$ cat config.mk
export PLATFORM = sky130hd
export DESIGN_NAME = cam_pixel_stream_packer
export DESIGN_NICKNAME = d
export VERILOG_FILES = /design/src/rtl/cam_stream_pkg.sv /design/src/rtl/sync_fifo_fwft.sv /design/src/rtl/cam_pixel_stream_packer.sv
export SDC_FILE = /design/constraint.sdc
export NUM_CORES = 1
export LEC_CHECK = 0
export ABC_AREA = 1
export BUFFER_PORTS_ARGS = -buffer_cell sky130_fd_sc_hd__clkbuf_2
export CORE_MARGIN = 2
export CORE_UTILIZATION = 40
export CTS_CLUSTER_SIZE = 8
export DETAILED_ROUTE_END_ITERATION = 10
export SETUP_SLACK_MARGIN = 0.3
export SLEW_MARGIN = 10
export SYNTH_ARGS = -nofsm -noshare
export SYNTH_HDL_FRONTEND = slang
export SYNTH_SLANG_ARGS = --single-unit
$ cat constraint.sdc
create_clock -name i_clk_pixel -period 2.3 [get_ports i_clk_pixel]
set_clock_uncertainty 0.15 [all_clocks]
set_input_delay 0.69 -clock i_clk_pixel [delete_from_list [all_inputs] [get_ports i_clk_pixel]]
set_output_delay 0.69 -clock i_clk_pixel [all_outputs]
set_load 0.05 [all_outputs]
$ cat src/rtl/cam_stream_pkg.sv
// ============================================================================
//  Module      : cam_stream_pkg
//  Description : Shared types and constants for the camera pixel stream packer.
//  Revision    : 1.0 - initial release
// ============================================================================
`default_nettype none

package cam_stream_pkg;

  localparam int CAM_DATA_W = 12;

  typedef enum logic [1:0] {
    WAIT_FRAME = 2'd0,
    ACTIVE     = 2'd1,
    DROP       = 2'd2
  } state_e;

  typedef struct packed {
    logic                  tuser;
    logic                  tlast;
    logic [CAM_DATA_W-1:0] data;
  } fifo_entry_t;

  // FIFO word = pixel data plus the tuser and tlast markers.
  function automatic int entry_width(input int data_w);
    return data_w + 2;
  endfunction

endpackage

`default_nettype wire

$ cat src/rtl/sync_fifo_fwft.sv
// ============================================================================
//  Module      : sync_fifo_fwft
//  Description : Single-clock first-word-fall-through FIFO with full/empty.
//  Revision    : 1.0 - initial release
// ============================================================================
`default_nettype none

module sync_fifo_fwft #(
  parameter int WIDTH = 14,
  parameter int DEPTH = 16
) (
  input  logic             clk_i,
  input  logic             rst_i,
  input  logic             push_i,
  input  logic [WIDTH-1:0] data_i,
  input  logic             pop_i,
  output logic [WIDTH-1:0] data_o,
  output logic             full_o,
  output logic             empty_o
);

  localparam int AW    = $clog2(DEPTH);
  localparam int CNT_W = AW + 1;

  logic [WIDTH-1:0] mem_q [DEPTH];
  logic [AW-1:0]    wr_ptr_q;
  logic [AW-1:0]    rd_ptr_q;
  logic [CNT_W-1:0] cnt_q;
  logic             w_wr_en;
  logic             w_rd_en;

  assign empty_o = (cnt_q == '0);
  assign full_o  = (cnt_q == CNT_W'(DEPTH));
  assign w_rd_en = pop_i & ~empty_o;
  // A write into a full FIFO is legal only when the head leaves in the same cycle.
  assign w_wr_en = push_i & (~full_o | w_rd_en);
  assign data_o  = mem_q[rd_ptr_q];

  always_ff @(posedge clk_i) begin
    if (rst_i) begin
      wr_ptr_q <= '0;
      rd_ptr_q <= '0;
      cnt_q    <= '0;
    end else begin
      if (w_wr_en) wr_ptr_q <= wr_ptr_q + 1'b1;
      if (w_rd_en) rd_ptr_q <= rd_ptr_q + 1'b1;
      case ({w_wr_en, w_rd_en})
        2'b10:   cnt_q <= cnt_q + 1'b1;
        2'b01:   cnt_q <= cnt_q - 1'b1;
        default: cnt_q <= cnt_q;
      endcase
    end
  end

  always_ff @(posedge clk_i) begin
    if (w_wr_en) mem_q[wr_ptr_q] <= data_i;
  end

endmodule

`default_nettype wire

$ cat src/rtl/cam_pixel_stream_packer.sv
// ============================================================================
//  Module      : cam_pixel_stream_packer
//  Description : Camera RGB stream to valid/ready stream with tuser/tlast,
//                overflow drop-to-next-frame and line-length checking.
//                Define CAM_PIXEL_STREAM_STATS_EN for frame/line statistics.
//  Revision    : 1.0 - initial release
// ============================================================================
`default_nettype none

module cam_pixel_stream_packer
  import cam_stream_pkg::*;
#(
  parameter int DATA_W            = CAM_DATA_W,
  parameter int FIFO_DEPTH        = 16,
  parameter int H_ACTIVE          = 640,
  parameter int VSYNC_ACTIVE_HIGH = 1
) (
  input  logic              i_clk_pixel,
  input  logic              i_rst,
  input  logic              i_rgb_vde,
  input  logic              i_rgb_vsync,
  input  logic [DATA_W-1:0] i_rgb_data,
  output logic [DATA_W-1:0] o_m_tdata,
  output logic              o_m_tvalid,
  input  logic              i_m_tready,
  output logic              o_m_tuser,
  output logic              o_m_tlast,
  input  logic              i_clr_err,
  output logic              o_overflow,
  output logic              o_line_err
`ifdef CAM_PIXEL_STREAM_STATS_EN
  ,
  output logic [15:0]       o_frame_cnt,
  output logic [11:0]       o_last_width,
  output logic [11:0]       o_last_height
`endif
);

  localparam int ENTRY_W = entry_width(DATA_W);
  localparam int X_W     = 16;
  localparam logic [X_W-1:0] H_ACTIVE_C = X_W'(H_ACTIVE);

  typedef struct packed {
    logic              tuser;
    logic              tlast;
    logic [DATA_W-1:0] data;
  } pix_t;

  state_e           state_q, state_d;
  pix_t             pend_q, pend_d;
  logic             pend_vld_q, pend_vld_d;
  logic             sof_q, sof_d;
  logic [X_W-1:0]   x_cnt_q, x_cnt_d;
  logic             ovf_q, ovf_d;
  logic             line_err_q, line_err_d;
  logic             vsync_q;
  logic             vde_q;

  logic             w_frame_start;
  logic             w_push_req;
  logic             w_push;
  logic             w_pop;
  logic             w_tlast_push;
  logic             w_line_chk;
  logic             w_ovf_set;
  logic             w_fifo_full;
  logic             w_fifo_empty;
  pix_t             w_push_data;
  pix_t             w_head;
  logic [ENTRY_W-1:0] w_push_raw;
  logic [ENTRY_W-1:0] w_head_raw;

  generate
    if (VSYNC_ACTIVE_HIGH != 0) begin : g_vs_rise
      assign w_frame_start = i_rgb_vsync & ~vsync_q;
    end else begin : g_vs_fall
      assign w_frame_start = ~i_rgb_vsync & vsync_q;
    end
  endgenerate

  // Edge-detect history runs through reset so a vsync level held across reset
  // release is not mistaken for a frame start.
  always_ff @(posedge i_clk_pixel) begin
    vsync_q <= i_rgb_vsync;
    vde_q   <= i_rgb_vde;
  end

  always_ff @(posedge i_clk_pixel) begin
    if (i_rst) begin
      state_q    <= WAIT_FRAME;
      pend_q     <= '0;
      pend_vld_q <= 1'b0;
      sof_q      <= 1'b0;
      x_cnt_q    <= '0;
      ovf_q      <= 1'b0;
      line_err_q <= 1'b0;
    end else begin
      state_q    <= state_d;
      pend_q     <= pend_d;
      pend_vld_q <= pend_vld_d;
      sof_q      <= sof_d;
      x_cnt_q    <= x_cnt_d;
      ovf_q      <= ovf_d;
      line_err_q <= line_err_d;
    end
  end

  always_comb begin
    state_d      = state_q;
    pend_d       = pend_q;
    pend_vld_d   = pend_vld_q;
    sof_d        = sof_q;
    x_cnt_d      = x_cnt_q;
    w_push_req   = 1'b0;
    w_push_data  = pend_q;
    w_tlast_push = 1'b0;

    if (w_frame_start) begin
      // Close out any line still held in pending before the new frame begins.
      if (state_q == ACTIVE && pend_vld_q) begin
        w_push_req        = 1'b1;
        w_push_data.tlast = 1'b1;
        w_tlast_push      = 1'b1;
      end
      pend_vld_d = 1'b0;
      sof_d      = 1'b1;
      x_cnt_d    = '0;
      state_d    = ACTIVE;
    end else if (state_q == ACTIVE) begin
      if (i_rgb_vde) begin
        if (pend_vld_q) begin
          w_push_req        = 1'b1;
          w_push_data.tlast = 1'b0;
        end
        pend_d.tuser = sof_q;
        pend_d.tlast = 1'b0;
        pend_d.data  = i_rgb_data;
        pend_vld_d   = 1'b1;
        sof_d        = 1'b0;
        if (x_cnt_q != '1) x_cnt_d = x_cnt_q + 1'b1;
      end else if (vde_q && pend_vld_q) begin
        w_push_req        = 1'b1;
        w_push_data.tlast = 1'b1;
        w_tlast_push      = 1'b1;
        pend_vld_d        = 1'b0;
        x_cnt_d           = '0;
      end
    end

    w_ovf_set  = w_push_req & w_fifo_full & ~w_pop;
    w_push     = w_push_req & ~w_ovf_set;
    w_line_chk = w_tlast_push & ~w_ovf_set;

    // Overflow abandons the rest of the frame; a coincident frame start still wins.
    if (w_ovf_set) begin
      pend_vld_d = 1'b0;
      x_cnt_d    = '0;
      if (!w_frame_start) state_d = DROP;
    end

    ovf_d      = (ovf_q & ~i_clr_err) | w_ovf_set;
    line_err_d = (line_err_q & ~i_clr_err) | (w_line_chk & (x_cnt_q != H_ACTIVE_C));
  end

  assign w_push_raw = w_push_data;
  assign w_head     = w_head_raw;
  assign w_pop      = ~w_fifo_empty & i_m_tready;

  sync_fifo_fwft #(
    .WIDTH (ENTRY_W),
    .DEPTH (FIFO_DEPTH)
  ) u_fifo (
    .clk_i   (i_clk_pixel),
    .rst_i   (i_rst),
    .push_i  (w_push),
    .data_i  (w_push_raw),
    .pop_i   (w_pop),
    .data_o  (w_head_raw),
    .full_o  (w_fifo_full),
    .empty_o (w_fifo_empty)
  );

  assign o_m_tvalid = ~w_fifo_empty;
  assign o_m_tdata  = o_m_tvalid ? w_head.data : '0;
  assign o_m_tuser  = o_m_tvalid & w_head.tuser;
  assign o_m_tlast  = o_m_tvalid & w_head.tlast;
  assign o_overflow = ovf_q;
  assign o_line_err = line_err_q;

`ifdef CAM_PIXEL_STREAM_STATS_EN
  logic [15:0] frame_cnt_q;
  logic [11:0] last_width_q;
  logic [11:0] y_cnt_q;
  logic [11:0] last_height_q;

  always_ff @(posedge i_clk_pixel) begin
    if (i_rst) begin
      frame_cnt_q   <= '0;
      last_width_q  <= '0;
      y_cnt_q       <= '0;
      last_height_q <= '0;
    end else begin
      if (w_line_chk) last_width_q <= x_cnt_q[11:0];
      // A line flushed by the frame start still belongs to the previous frame.
      if (w_frame_start) begin
        frame_cnt_q   <= frame_cnt_q + 16'd1;
        last_height_q <= y_cnt_q + {11'd0, w_line_chk};
        y_cnt_q       <= '0;
      end else if (w_line_chk) begin
        y_cnt_q <= y_cnt_q + 12'd1;
      end
    end
  end

  assign o_frame_cnt   = frame_cnt_q;
  assign o_last_width  = last_width_q;
  assign o_last_height = last_height_q;
`endif

endmodule

`default_nettype wire

==> impl_metrics.env <==
export IMPL_final_common_cell="nand2_1"
export IMPL_rsz0062_at_grt="yes"
export IMPL_post_route_period_util_pct=128
export IMPL_syn_area_per_cell_sq_um=10.5
export IMPL_syn_to_final_growth_pct=31.6
export IMPL_min_path_type="primary input to flop"
export IMPL_status="finished with violations"
export IMPL_ff2ff_setup_slack_ns=0.16
export IMPL_mostFrequentLayoutCells="nand2_1 (284), edfxtp_1 (224), nand3_1 (153)"
export IMPL_clockRootBuffer="clkbuf_16"
export IMPL_insertion_delay_ns=0.52
export IMPL_required_ns=1.46
export IMPL_r2r_end="u_fifo.cnt_q[4]"
export IMPL_critPathKind="flop to output port"
export IMPL_first_iter_violations=666
export IMPL_ys_seq_area_share_pct=67.2
export IMPL_crit_arrival_ns=2.11
export IMPL_nNetsFinal=1261
export IMPL_fill_cells=2423
export IMPL_peakVddDrop_mv=0.634
export IMPL_critPathCaptureType="output port"
export IMPL_final_cell_area_sq_mm=0.0153
export IMPL_cts_tree="yes"
export IMPL_grt_antenna_before_repair=0
export IMPL_power_leakage_nw=5.64
export IMPL_drt_wirelength_per_cell_um=19.1
export IMPL_r2r_start="u_fifo.cnt_q[2]"
export IMPL_cts_max_level=2
export IMPL_clock_sinks=278
export IMPL_viasPerCell=5.17
export IMPL_power_density_mw_per_mm2=1150
export IMPL_synth_edf_count=224
export IMPL_yosys_register_bits=278
export IMPL_fin_util_pct=53.4
export IMPL_ctsHoldBuffers=0
export IMPL_crit_end="o_m_tdata[5]"
export IMPL_violations="setup timing"
export IMPL_synth_warnings=0
export IMPL_core_sq_mm=0.0286
export IMPL_grt_pass1_vias=8392
export IMPL_grt_ovfl_total=0
export IMPL_netlist_area_sq_mm=0.0116
export IMPL_rows=62
export IMPL_io_pins=35
export IMPL_antenna_left=0
export IMPL_worstPathMaxFanout=8
export IMPL_gp_congestion=0.841
export IMPL_die_width_um=174
export IMPL_grt_start_max_net_pins=40
export IMPL_synth_top_area_share_pct=57.9
export IMPL_route_detailed_drc=0
export IMPL_grt_use_total_pct=20.4
export IMPL_synthesis_nets=1135
export IMPL_port_buffer_count=34
export IMPL_maxSlewViolCount=0
export IMPL_rr_worst_depth=17
export IMPL_synth_area_leader_cell="edfxtp_1"
export IMPL_async_reset_ff_share_pct=0
export IMPL_synth_area_top_cells="edfxtp_1 (58%), nand2_1 (9.9%), dfxtp_1 (9.3%)"
export IMPL_diodes=0
export IMPL_clk_pin_slew_ns=0.05
export IMPL_detailed_place_area_sq_mm=0.0132
export IMPL_finalHoldViolCount=0
export IMPL_regArea_sq_mm=0.00782
export IMPL_initial_core_util_pct=40.6
export IMPL_fmax_mhz=339
export IMPL_dp_final_hpwl_um=17900
export IMPL_setup_viol=15
export IMPL_vias=8480
export IMPL_relSlewSlack_pct=49.5
export IMPL_worstMarginPinSlew_ns=0.756
export IMPL_synthDistinctLibCells=37
export IMPL_die_h_um=174
export IMPL_grt_pass1_wl_um=47600
export IMPL_routed_wl_um=31300
export IMPL_clockBufferDepth=3
export IMPL_setup_ws_ns=-0.649
export IMPL_synthCells=1107
export IMPL_die_area_sq_mm=0.0304
export IMPL_cts_buffers=40
export IMPL_first_pass_iters=6
export IMPL_multi_input_comb_area_sq_mm=0.00388
export IMPL_start_kind="flop"
export IMPL_period_minus_slack_ns=2.95
export IMPL_synth_ff_type="edfxtp_1"
export IMPL_maxCapViolCount=0
export IMPL_drive_gt1_share_pct=25.9
-- cells in the mapped netlist (2+ instances only) --
library cell and n:
buf_1 11, a21oi_2 2, nor2_1 89, o21ai_0 27, inv_1 46, clkbuf_1 11
o21a_1 14, inv_2 10, a21oi_1 47, dfxtp_1 54, nand2_1 305, xnor2_1 2
buf_2 24, ha_1 10, a21boi_0 2, nor2_4 2, nand3_1 184, xor2_1 3
nand2_4 2, edfxtp_1 224, nor2_2 4, nand4_1 11, nor3_1 6, buf_4 3
buf_6 2
-- through the flow --
stage,cells,setup TNS [ns],power (mW),setup WS (ns),hold slack [ns]
2_1_floorplan,1107,-0.0131,9.10,-0.0131,0.297
3_3_place_gp,1547,-11.61,10.7,-0.156,0.306
3_5_place_dp,1547,-16.41,10.7,-0.144,0.310
4_1_cts,1630,-8.53,17.1,-0.643,0.205
5_1_grt,1639,-9.66,18.3,-0.710,0.208
6_report,1639,-8.46,17.6,-0.649,0.220
-- per-layer routing --
layer  vias up  GRT usage (%)  routed length [um]
met5         -              0                   0
met3        50           3.22                1830
met2       247           33.3               15000
li1       4072              -                   -
met4         0           5.92                 680
met1      4111           28.2               13700
-- flip-flops by register name, summed over array words and instances (netlist names), 2 cells and up, named ones only --
register	cells
u_fifo.rd_ptr_q	4
u_fifo.wr_ptr_q	4
pend_q	13
u_fifo.cnt_q	5
state_q	2
x_cnt_q	16
u_fifo.mem_q	224
-- how the worst min path moves through the flow --
stage,from,end,cells past startpoint
2_1_floorplan,u_fifo.rd_ptr_q[2],flop,2
5_1_grt,i_rgb_vsync,vsync_q,1
6_report,i_rgb_vsync,vsync_q,1
3_5_place_dp,o_line_err,o_line_err,2
3_3_place_gp,o_overflow,o_overflow,2
4_1_cts,i_rgb_vsync,vsync_q,1
-- critical path, stage by stage (launching register included) --
cell	delay (ns)
dfxtp_4	0.44
clkinv_8	0.15
buf_16	0.18
buf_8	0.13
nand2_2	0.05
nand3_2	0.06
nand3_2	0.09
a21oi_2	0.06
o21a_2	0.25
buf_12	0.15
-- cell families (layout without fill, tap and decap cells) --
kind of cell | count (synthesis) | in the layout | synth area share (%)
adders and majority gates | 10 | 10 | 1.08
xor gates and xnor gates | 5 | 5 | 0.377
AOI/OAI and AO/OA | 97 | 97 | 4.76
buffers and inverters | 108 | 256 | 3.98
DFF | 278 | 278 | 67.2
and+or+nand+nor | 609 | 609 | 22.6
-- where the power goes --
group | internal [mW] | total (mW) | switching [mW]
sequential | 5.53 | 5.69 | 0.160
combinational | 2.78 | 6.52 | 3.74
clock | 3.31 | 5.35 | 2.05
total | 11.6 | 17.6 | 5.95
-- final cells by class --
class	count	share of cell area, %
clock inverter	2	0.303
sequential	278	51.2
timing repair buffer	136	11.2
multi-input combinational	721	25.4
inverter	56	1.54
clock buffer	62	7.29
tap	384	3.14
-- what timing repair did --
item	in CTS	in global routing
setup endpoints to repair	211	156
setup buffers	15	3
resized for setup	75	71
pin swaps	16	11
cloned	4	6
Note: power is estimated with default switching activity, not from simulation.
